**src/rtl/craft_add_round_constant.sv**
```systemverilog
// rtl/craft_add_round_constant.sv - nibble-serial CRAFT AddRoundConstant stage
module craft_add_round_constant (
  input  logic       clk,
  input  logic       rst_n,
  input  logic       start,
  input  logic       en,
  input  logic [3:0] in,
  output logic [3:0] out,
  output logic       out_valid,
  output logic [4:0] round_idx,
  output logic       busy,
  output logic       done
);

  typedef enum logic {
    ST_IDLE = 1'b0,
    ST_RUN  = 1'b1
  } state_t;

  state_t     state_q, state_d;
  logic [3:0] nib_cnt_q, nib_cnt_d;
  logic [4:0] round_q, round_d;
  logic [3:0] a_q, a_d;
  logic [2:0] b_q, b_d;
  logic [3:0] out_q, out_d;
  logic       out_valid_q, out_valid_d;
  logic       done_q, done_d;

  logic       accept;
  logic [3:0] rc_nib;

  // Only nibbles 4 and 5 of every round carry a round constant.
  always_comb begin
    rc_nib = 4'h0;
    if (nib_cnt_q == 4'd4) begin
      rc_nib = a_q;
    end else if (nib_cnt_q == 4'd5) begin
      rc_nib = {1'b0, b_q};
    end
  end

  // start wins over en, so a nibble arriving with start is dropped.
  assign accept = (state_q == ST_RUN) & en & ~start;

  // Next-state logic: restart, accept a nibble, step LFSRs at end of round.
  always_comb begin
    state_d     = state_q;
    nib_cnt_d   = nib_cnt_q;
    round_d     = round_q;
    a_d         = a_q;
    b_d         = b_q;
    out_d       = out_q;
    out_valid_d = 1'b0;
    done_d      = 1'b0;

    if (start) begin
      state_d   = ST_RUN;
      nib_cnt_d = 4'd0;
      round_d   = 5'd0;
      a_d       = 4'h1;
      b_d       = 3'h1;
    end else if (accept) begin
      out_d       = in ^ rc_nib;
      out_valid_d = 1'b1;
      nib_cnt_d   = nib_cnt_q + 4'd1;
      if (nib_cnt_q == 4'd15) begin
        a_d     = {a_q[0] ^ a_q[1], a_q[3:1]};
        b_d     = {b_q[0] ^ b_q[2], b_q[2:1]};
        round_d = round_q + 5'd1;
        if (round_q == 5'd31) begin
          state_d = ST_IDLE;
          done_d  = 1'b1;
        end
      end
    end
  end

  // State register; reset abandons any in-flight round immediately.
  always_ff @(posedge clk or negedge rst_n) begin
    if (!rst_n) begin
      state_q     <= ST_IDLE;
      nib_cnt_q   <= 4'd0;
      round_q     <= 5'd0;
      a_q         <= 4'h1;
      b_q         <= 3'h1;
      out_q       <= 4'h0;
      out_valid_q <= 1'b0;
      done_q      <= 1'b0;
    end else begin
      state_q     <= state_d;
      nib_cnt_q   <= nib_cnt_d;
      round_q     <= round_d;
      a_q         <= a_d;
      b_q         <= b_d;
      out_q       <= out_d;
      out_valid_q <= out_valid_d;
      done_q      <= done_d;
    end
  end

  assign out       = out_q;
  assign out_valid = out_valid_q;
  assign round_idx = round_q;
  assign busy      = (state_q == ST_RUN);
  assign done      = done_q;

endmodule

```
**config.mk**
```make
export PLATFORM = sky130hd
export DESIGN_NAME = craft_add_round_constant
export DESIGN_NICKNAME = d
export VERILOG_FILES = /design/src/rtl/craft_add_round_constant.sv
export SDC_FILE = /design/constraint.sdc
export NUM_CORES = 1
export LEC_CHECK = 0
export BUFFER_PORTS_ARGS = -buffer_cell sky130_fd_sc_hd__buf_2
export CAP_MARGIN = 20
export CORE_MARGIN = 2
export CORE_UTILIZATION = 30
export CTS_BUF_LIST = sky130_fd_sc_hd__clkbuf_4
export DETAILED_ROUTE_END_ITERATION = 8
export GPL_TIMING_DRIVEN = 0
export PLACE_DENSITY = 0.49
export SLEW_MARGIN = 10
export SYNTH_ARGS = -nofsm -noshare
export SYNTH_HDL_FRONTEND = slang
export SYNTH_SLANG_ARGS = --single-unit
export TNS_END_PERCENT = 1
```
**constraint.sdc**
```tcl
create_clock -name clk -period 1.7 [get_ports clk]
set_clock_uncertainty 0.1 [all_clocks]
set_input_delay 0.425 -clock clk [delete_from_list [all_inputs] [get_ports clk]]
set_output_delay 0.425 -clock clk [all_outputs]
set_load 0.01 [all_outputs]
```
==> run_results.csv, run 1 <==
group,metric,value,unit
yosys,synth_fp_nets,131,
critical_path,crit_path_start_kind,"register",
yosys,yosysWarnings,0,
floorplanning,fp.dieW,66.08,µm
power,comb_power_share,11.7,%
power,p_sw,250.1,µW
yosys,synth_seq_cells,23,
power,leakagePower,0.0006313,µW
routing,viasPerCell,4.444,
timing,finalWorstPathRequiredPeriod,1.528,ns
critical_path,endpoint_kind,"register",
floorplanning,core,0.003689,mm²
global_route,antenna_found_initial,0,
routing,drtAntennaViolNets,0,
final_layout,fill_cells,396,
clocking,cts_root_buffer,"clkbuf_4",
floorplanning,initial_core_util,31.34,%
global_route,grt_max_degree,24,
global_route,gr-total-overflow,0,
worst_hold_path,min_to,"out[3]",
flow_run,drv_cap,0,
critical_path,cp-startpoint,"nib_cnt_q[0]",
clocking,clock_path_buffers,2,
power,clock_power_share,27.6,%
routing,wl_per_cell,12.33,µm
final_layout,fin_cells,189,
power,swShare,26.33,%
critical_path,r2r_end,"round_idx[1]",
timing,tns,0,ns
routing,drcViolationCount,0,
clocking,insertion_delay,0.31,ns
floorplanning,io-pin-count,20,
timing,setup-violations-final,0,
timing,report.final.slew_viol_count,0,
critical_path,r2r_cells,5,
critical_path,cp.arrival,1.67,ns
clocking,cts_max_level,1,
worst_hold_path,min_path_cells,3,
routing,drt_wl_total,2331,µm
critical_path,path_class,"reg2reg",
final_layout,nets,155,
yosys,ys_seq_area_share,50.00,%
timing,worst-slew-pin-transition,0.5208,ns
placed_design,routabilityCongestion,0.7368,
clocking,cts_buffers,3,
critical_path,worst-endpoint-required,1.84,ns
timing,fmax,0.6546,GHz
floorplanning,die_h,66.08,µm
timing,hold_viol_final,0,
power,vdd_drop_max,0.3537,mV
critical_path,crit_slowest_cell,"dfrtp_1",
routing,dr.pass1.iters,4,
global_route,first_global_vias,843,
timing,slew_headroom,65.28,%
clocking,path_clk_slew,0.14,ns
yosys,synth_cells,118,
routing,num_vias,840,
clocking,post-cts-setup-buffer-count,0,
yosys,postSynthAreaPerCell,9.798,µm²
placed_design,dp.cells,184,
critical_path,slowest_delay,0.44,ns
yosys,synth_cell_types,28,
worst_hold_path,worstHoldPathType,"in2reg",
routing,drtIter0Drc,8,
floorplanning,rows,22,
final_layout,area_growth,16.67,%
clocking,cts_tree,"built",
run_status,outcome,"finished clean",
power,p_int,699.7,µW
critical_path,worstPathCellList,"ha_1 > and3_1 > nand2_2 > nand2_1 > a21oi_1",
final_layout,diodes,0,
critical_path,cp_max_fo,7,
final_layout,drive_gt1_share,23.40,%
yosys,syn_area,0.001156,mm²
floorplanning,die_area,0.004367,mm²
global_route,grt_pass1_wl,4008,µm
worst_hold_path,min-delay-start,"in[3]",
power,power.density,704.2,mW/mm²
power,p_seq_share,60.7,%
critical_path,reg2reg_from,"nib_cnt_q[0]",
clocking,cts.sinks,23,
placed_design,io_buffers,18,
global_route,grt_usage,12.08,%
placed_design,dp_hpwl,1673,µm
timing,rsz0062_at_grt,"no",
critical_path,r2r_slack,0.17,ns
timing,period_share,89.86,%
-- synth_stat cells --
library cell	n	share of area, %
a211oi_1	1	0.65
a21o_1	1	0.65
a21oi_1	10	4.3
and2_1	1	0.54
and3_1	2	1.1
buf_6	1	0.97
clkbuf_1	2	0.65
dfrtp_1	21	45
dfstp_2	2	4.5
ha_1	5	5.4
inv_1	3	0.97
nand2_1	25	8.1
nand2_2	2	1.1
nand2b_1	1	0.54
nand3_1	5	2.2
nand3_2	1	0.87
nand3b_1	5	3.2
nand4_1	1	0.54
nor2_1	8	2.6
nor2_8	1	1.7
nor3_2	1	0.87
nor3_4	1	1.4
o21ai_0	1	0.43
o21ai_1	4	1.7
or2_1	1	0.54
or3_1	1	0.54
xnor2_1	9	6.8
xor2_1	2	1.5
-- critical path: cells and delay by family (launching register included) --
kind,cells,cell delay (ns)
AND/OR/NAND/NOR,3,0.49
AO/OA/AOI/OAI,1,0.15
adder cells (fa/ha/maj),1,0.26
flip-flops,1,0.44
-- timing repair --
item | in CTS | in global routing
endpoints found under the setup margin | 0 | 8
gates resized for setup | 0 | 2
hold endpoints to repair | 21 | 0
hold buffers | 1 | 0
-- per-layer routing --
metal,GRT usage [%],wire length (µm)
met5,0,0
met3,3.748,107
met2,19.25,1042
met4,2.806,16
met1,15.99,1163
-- metrics by stage --
| stage | total power (µW) | hold WS (ns) | area (µm²) | setup slack [ns] | util (%) |
|---|---|---|---|---|---|
| 6_report | 949.8 | 0.2718 | 1349 | 0.1723 | 36.57 |
| 4_1_cts | 965.6 | 0.2630 | 1344 | 0.08683 | 36.43 |
| 2_1_floorplan | 650.4 | 0.02941 | 1156 | 0.2907 | - |
| 3_5_place_dp | 698.3 | 0.3404 | 1306 | 0.1145 | 35.41 |
| 3_3_place_gp | 696.1 | 0.3324 | 1306 | 0.1582 | 35.41 |
| 5_1_grt | 1006 | 0.2648 | 1349 | 0.05822 | 36.57 |
-- sequential cells by signal, indices dropped and copies added (netlist names) --
signal and count:
out 4, b_q 3, done 1, nib_cnt_q 4
round_idx 5, a_q 4, out_valid 1, busy 1
-- cell type report --
cell class / instances / area, µm² / share of cell area, %
Multi-Input combinational cell: 89 / 553.0 / 41.00
Clock buffer: 3 / 22.52 / 1.670
Inverter: 3 / 11.26 / 0.8349
Clock inverter: 1 / 5.005 / 0.3711
Buffer: 3 / 18.77 / 1.391
Timing Repair Buffer: 19 / 100.1 / 7.421
Tap cell: 48 / 60.06 / 4.453
Sequential cell: 23 / 578.1 / 42.86
-- logic make-up (layout without fill, tap and decap cells) --
family,count (synthesis),count (layout),synth area share (%)
DFF,23,23,50.00
AOI/OAI and AO/OA,17,17,7.793
buffers and inverters,6,29,2.598
and+or+nand+nor,56,56,25.87
xor gates and xnor gates,11,11,8.334
adders and majority gates,5,5,5.411
-- cell usage in the layout, fill, tap and decap left out, types with 2 or more instances in the layout --
master,count
nor2_1,8
xnor2_1,9
clkbuf_1,2
and3_1,2
nand2_2,3
a21oi_1,10
clkbuf_4,3
o21ai_1,4
nand3b_1,5
buf_2,18
ha_1,4
nand2_1,24
dfrtp_1,21
dfstp_2,2
inv_1,3
xor2_1,2
nand3_1,5
-- worst max-delay path by stage --
stage	end	slack, ns	cells past startpoint
final	round_idx[1]	0.17	5
after global routing	round_idx[4]	0.06	5
after CTS	a_q[2]	0.09	5
after detailed placement	out[1]	0.11	6
after global placement	round_idx[1]	0.16	5
after floorplan	out[0]	0.29	6
-- power by group through the flow --
stage / logic (µW) / clock network [µW] / registers (µW)
3_5_place_dp: 111 / 0 / 587
6_report: 111 / 262 / 577
4_1_cts: 113 / 276 / 577
5_1_grt: 127 / 299 / 579
2_1_floorplan: 57.1 / 0 / 593
3_3_place_gp: 110 / 0 / 586
Power figures use the tool's default switching activity.
==> inputs of run 2 (changes only) <==
--- a/config.mk
+++ b/config.mk
@@ -9,7 +9,7 @@
 export CAP_MARGIN = 20
 export CORE_MARGIN = 2
 export CORE_UTILIZATION = 30
-export CTS_BUF_LIST = sky130_fd_sc_hd__clkbuf_4
+export CTS_BUF_LIST = sky130_fd_sc_hd__clkbuf_4 sky130_fd_sc_hd__clkbuf_8
 export DETAILED_ROUTE_END_ITERATION = 8
 export GPL_TIMING_DRIVEN = 0
 export PLACE_DENSITY = 0.49
==> run 2 against run 1 <==
Largest cell class unchanged. Global-route usage unchanged. Die area unchanged. First-iteration DRC count rose to 2.5 times the previous value. Flip-flop and latch count unchanged. Sequential share of layout area down 0.28 points. Power up 8.9%. Count of clock-buffer cells in the layout unchanged. Worst hold slack worse by 0.25 ns. Largest power group unchanged. Non-clock buffer count down 1. Critical path type unchanged.
==> run_results.csv, run 2 (synthesized netlist as in run 1, its figures left out) <==
group,metric,value,unit
clocking,clock_path_buffers,2,
routing,m1WireLength,1135,µm
critical_path,cp_num_buf_inv,1,
final_layout,largest_register_ffs,5,
routing,drt_wl_total,2309,µm
final_layout,nets,154,
critical_path,endpoint_kind,"register",
global_route,grt_usage,12.08,%
global_route,gr-total-overflow,0,
critical_path,cp.arrival,1.58,ns
critical_path,critPathTopFamily,"flip-flops",
routing,wl_met2,1048,µm
placed_design,routabilityCongestion,0.7368,
critical_path,crit_path_start_kind,"register",
timing,setup-violations-final,0,
clocking,path_clk_slew,0.09,ns
routing,top_layer,"met4",
final_layout,diodes,0,
clocking,cts_tree,"built",
critical_path,path_class,"reg2reg",
final_layout,drive_gt1_share,23.57,%
floorplanning,core,0.003689,mm²
power,vdd_drop_max,0.3995,mV
clocking,cts_root_buffer,"clkbuf_8",
routing,drtAntennaViolNets,0,
clocking,insertion_delay,0.27,ns
routing,viasPerCell,4.463,
routing,met3RoutedLength,110,µm
critical_path,cp-startpoint,"nib_cnt_q[0]",
flow_run,drv_cap,0,
timing,slew_headroom,64.98,%
run_status,outcome,"finished clean",
final_layout,final_cell_mix,"24 x nand2_1, 21 x dfrtp_1, 18 x buf_2, 10 x a21oi_1, 9 x xnor2_1",
placed_design,dp_hpwl,1673,µm
floorplanning,initial_core_util,31.34,%
global_route,antenna_found_initial,0,
clocking,cts_max_level,1,
timing,tns,0,ns
final_layout,finish.utilization,36.80,%
routing,drtIter0Drc,20,
placed_design,io_buffers,18,
clocking,cts_buffers,3,
critical_path,crit_slowest_cell,"dfrtp_1",
final_layout,fin_cells,188,
worst_hold_path,worstHoldPathType,"in2async",
timing,finalWorstPathRequiredPeriod,1.518,ns
critical_path,worstPathCellList,"inv_1 > ha_2 > nand3b_1 > a21oi_1 > xnor2_1 > o21ai_1",
timing,report.final.slew_viol_count,0,
routing,wl_per_cell,12.28,µm
global_route,first_global_vias,839,
placed_design,dp.cells,184,
floorplanning,rows,22,
critical_path,r2r_slack,0.18,ns
floorplanning,fp.dieW,66.08,µm
critical_path,r2r_end,"out[1]",
routing,drcViolationCount,0,
clocking,cts.sinks,23,
power,power.density,762.0,mW/mm²
critical_path,worst-endpoint-required,1.76,ns
floorplanning,die_h,66.08,µm
global_route,grt_max_degree,24,
critical_path,reg2reg_from,"nib_cnt_q[0]",
critical_path,slowest_delay,0.41,ns
global_route,grt_pass1_wl,4022,µm
power,leakagePower,0.0006349,µW
timing,worst-slew-pin-transition,0.5252,ns
critical_path,r2r_cells,6,
final_layout,area_growth,17.42,%
timing,hold_viol_final,0,
floorplanning,die_area,0.004367,mm²
routing,dr.pass1.iters,4,
timing,period_share,89.30,%
timing,fmax,0.6587,GHz
timing,rsz0062_at_grt,"no",
floorplanning,io-pin-count,20,
routing,num_vias,839,
final_layout,final_common_cell,"nand2_1",
critical_path,cp_max_fo,7,
==> run 2: cell types whose count changed in the layout (fill, tap and decap cells not counted) <==
cell           delta
clkbuf_4          -3
clkbuf_8          +3
dlygate4sd3_1     -1
==> run 2: layout make-up <==
cell class / count / area (µm²)
multi-input combinational: 89 / 553.0
fill: 394 / 2331
timing repair buffer: 18 / 90.09
tap: 48 / 60.06
clock buffer: 3 / 41.29
inverter: 3 / 11.26
sequential: 23 / 578.1
buffer: 3 / 18.77
clock inverter: 1 / 5.005
==> run 2: stage by stage <==
step / cell area [µm²] / power [µW] / hold WS [ns] / setup slack, ns
floorplan: 1156 / 650.4 / 0.02941 / 0.2907
global placement: 1306 / 696.1 / 0.3324 / 0.1582
detailed placement: 1306 / 698.3 / 0.3404 / 0.1145
CTS: 1353 / 1047 / 0.04588 / 0.1012
global route: 1358 / 1091 / 0.06615 / 0.07056
finish: 1358 / 1034 / 0.02395 / 0.1819
==> run 2: worst max path at each step <==
stage                   end  slack, ns  cells after the start
4_1_cts              a_q[2]       0.10                      5
3_3_place_gp   round_idx[1]       0.16                      5
3_5_place_dp         out[1]       0.11                      6
5_1_grt              out[0]       0.07                      6
6_report             out[1]       0.18                      6
2_1_floorplan        out[0]       0.29                      6
==> run 2: timing repair <==
item / 4_1_cts / 5_1_grt
resized for setup: 0 / 2
setup buffers: 0 / 0
setup endpoints to repair: 0 / 5
hold buffers: 0 / 0
==> run 2: routing by layer <==
| layer | track usage, % | vias to the layer above |
|---|---|---|
| met5 | 0 | - |
| met4 | 2.296 | 0 |
| met3 | 3.066 | 2 |
| met2 | 19.75 | 22 |
| met1 | 16.20 | 378 |
| li1 | - | 437 |
==> run 2: power breakdown <==
group	internal (µW)	switching [µW]	leakage (µW)
sequential	565	11.2	0.000300
clock	164	185	0.0000255
combinational	44.8	64.9	0.000309
total	774	261	0.000635
==> inputs of run 3 (changes only) <==
--- a/config.mk
+++ b/config.mk
@@ -10,8 +10,10 @@
 export CORE_MARGIN = 2
 export CORE_UTILIZATION = 30
 export CTS_BUF_LIST = sky130_fd_sc_hd__clkbuf_4 sky130_fd_sc_hd__clkbuf_8
+export CTS_CLUSTER_SIZE = 10
 export DETAILED_ROUTE_END_ITERATION = 8
 export GPL_TIMING_DRIVEN = 0
+export HOLD_SLACK_MARGIN = 0.05
 export PLACE_DENSITY = 0.49
 export SLEW_MARGIN = 10
 export SYNTH_ARGS = -nofsm -noshare
==> run 3 against run 2 <==
Count of clock-buffer cells in the layout unchanged. Flip-flop and latch count is the same. Non-clock buffer count is 1 higher. Critical path type unchanged. Largest cell class unchanged. Largest power group unchanged.
==> run_results.csv, run 3 (synthesized netlist as in run 1, its figures left out) <==
group,metric,value,unit
run_status,outcome,"finished clean",
clocking,cts_buffers,3,
power,leakagePower,0.0006391,µW
timing,worst-slew-pin-transition,0.5270,ns
placed_design,io_buffers,18,
floorplanning,die_h,66.08,µm
timing,slew_headroom,64.87,%
routing,drcViolationCount,0,
power,vdd_drop_max,0.3995,mV
power,power.density,757.2,mW/mm²
critical_path,r2r_end,"out[1]",
critical_path,cp-startpoint,"nib_cnt_q[0]",
timing,setup-violations-final,0,
global_route,gr-total-overflow,0,
floorplanning,fp.dieW,66.08,µm
timing,hold_viol_final,0,
floorplanning,die_area,0.004367,mm²
final_layout,area_growth,18.29,%
routing,viasPerCell,4.450,
placed_design,dp_hpwl,1673,µm
final_layout,multi_input_area,553.0,µm²
timing,fmax,0.6595,GHz
final_layout,finish.utilization,37.08,%
power,power,1036,µW
routing,drtAntennaViolNets,0,
flow_run,drv_cap,0,
critical_path,path_class,"reg2reg",
floorplanning,rows,22,
clocking,cts_root_buffer,"clkbuf_8",
final_layout,fill_cells,392,
global_route,antenna_found_initial,0,
clocking,insertion_delay,0.27,ns
critical_path,r2r_slack,0.18,ns
critical_path,r2r_cells,6,
clocking,cts.sinks,23,
floorplanning,core,0.003689,mm²
clocking,cts_max_level,1,
clocking,cts_tree,"built",
critical_path,cp_max_fo,7,
critical_path,cp.arrival,1.58,ns
global_route,grt_max_degree,24,
floorplanning,initial_core_util,31.34,%
timing,period_share,89.20,%
critical_path,crit_path_start_kind,"register",
critical_path,worst-endpoint-required,1.76,ns
timing,whs,0.3337,ns
critical_path,endpoint_kind,"register",
global_route,grt_pass1_wl,4022,µm
global_route,first_global_vias,839,
final_layout,diodes,0,
routing,wl_per_cell,12.26,µm
routing,dr.pass1.iters,4,
final_layout,final_common_cell,"nand2_1",
final_layout,largest_register_ffs,5,
timing,report.final.slew_viol_count,0,
clocking,post-cts-setup-buffer-count,0,
critical_path,reg2reg_from,"nib_cnt_q[0]",
final_layout,nets,155,
routing,num_vias,841,
routing,drtIter0Drc,20,
clocking,clock_path_buffers,2,
final_layout,seq_area,578.1,µm²
critical_path,endpoint,"out[1]",
floorplanning,io-pin-count,20,
timing,rsz0062_at_grt,"no",
final_layout,final_cell_mix,"24 x nand2_1, 21 x dfrtp_1, 18 x buf_2, 10 x a21oi_1, 9 x xnor2_1",
global_route,grt_usage,12.08,%
worst_hold_path,min-delay-start,"in[3]",
worst_hold_path,worstHoldPathType,"in2reg",
placed_design,routabilityCongestion,0.7368,
routing,drt_wl_total,2318,µm
final_layout,drive_gt1_share,23.40,%
timing,finalWorstPathRequiredPeriod,1.516,ns
clocking,path_clk_slew,0.09,ns
timing,tns,0,ns
## run 3: cell types whose count changed in the layout (fill, tap and decap cells not counted)
| cell | previous run | this run |
|---|---|---|
| dlygate4sd3_1 | 0 | 1 |
## run 3: cell type report
class / count / area share [%]
timing repair buffer: 19 / 7.319
inverter: 3 / 0.8234
buffer: 3 / 1.372
multi-input combinational: 89 / 40.44
clock buffer: 3 / 3.019
tap: 48 / 4.392
clock inverter: 1 / 0.3660
sequential: 23 / 42.27
## run 3: critical path: stages (launching register included)
cell	delay (ns)
dfrtp_1	0.41
inv_1	0.09
ha_2	0.23
nand3b_1	0.18
a21oi_1	0.20
xnor2_1	0.14
o21ai_1	0.07
## run 3: report_power, final
group | total [µW] | leakage (µW) | switching [µW] | internal [µW]
logic | 111 | 0.000313 | 65.2 | 46.3
clock network | 348 | 0.0000255 | 184 | 164
registers | 576 | 0.000300 | 11.2 | 565
## run 3: routing by layer
metal	routed length, µm	share of wire (%)	vias to the layer above	global-route usage [%]
met5	0	0	-	0
met4	14	0.60	0	2.296
met3	110	4.7	2	3.066
met2	1048	45	22	19.75
met1	1144	49	378	16.20
li1	-	-	439	-
## run 3: worst min path at each step
stage / endpoint / slack [ns] / depth (start not counted)
floorplan: a_q[1] / 0.03 / 0
CTS: out[3] / 0.33 / 3
global route: out[1] / 0.34 / 3
finish: out[3] / 0.33 / 3
detailed placement: out_valid / 0.34 / 1
global placement: out_valid / 0.33 / 1
## run 3: timing repair
action / 4_1_cts / 5_1_grt
resized for setup: 0 / 2
hold endpoints to repair: 11 / 0
endpoints found under the setup margin: 0 / 5
hold buffers: 1 / 0
## run 3: through the flow
step                      area (µm²)  std cells  setup slack (ns)
final                           1368        189            0.1836
after global routing            1368        189           0.07056
after CTS                       1363        189            0.1012
after detailed placement        1306        184            0.1145
after global placement          1306        184            0.1582
after floorplan                 1156        118            0.2907
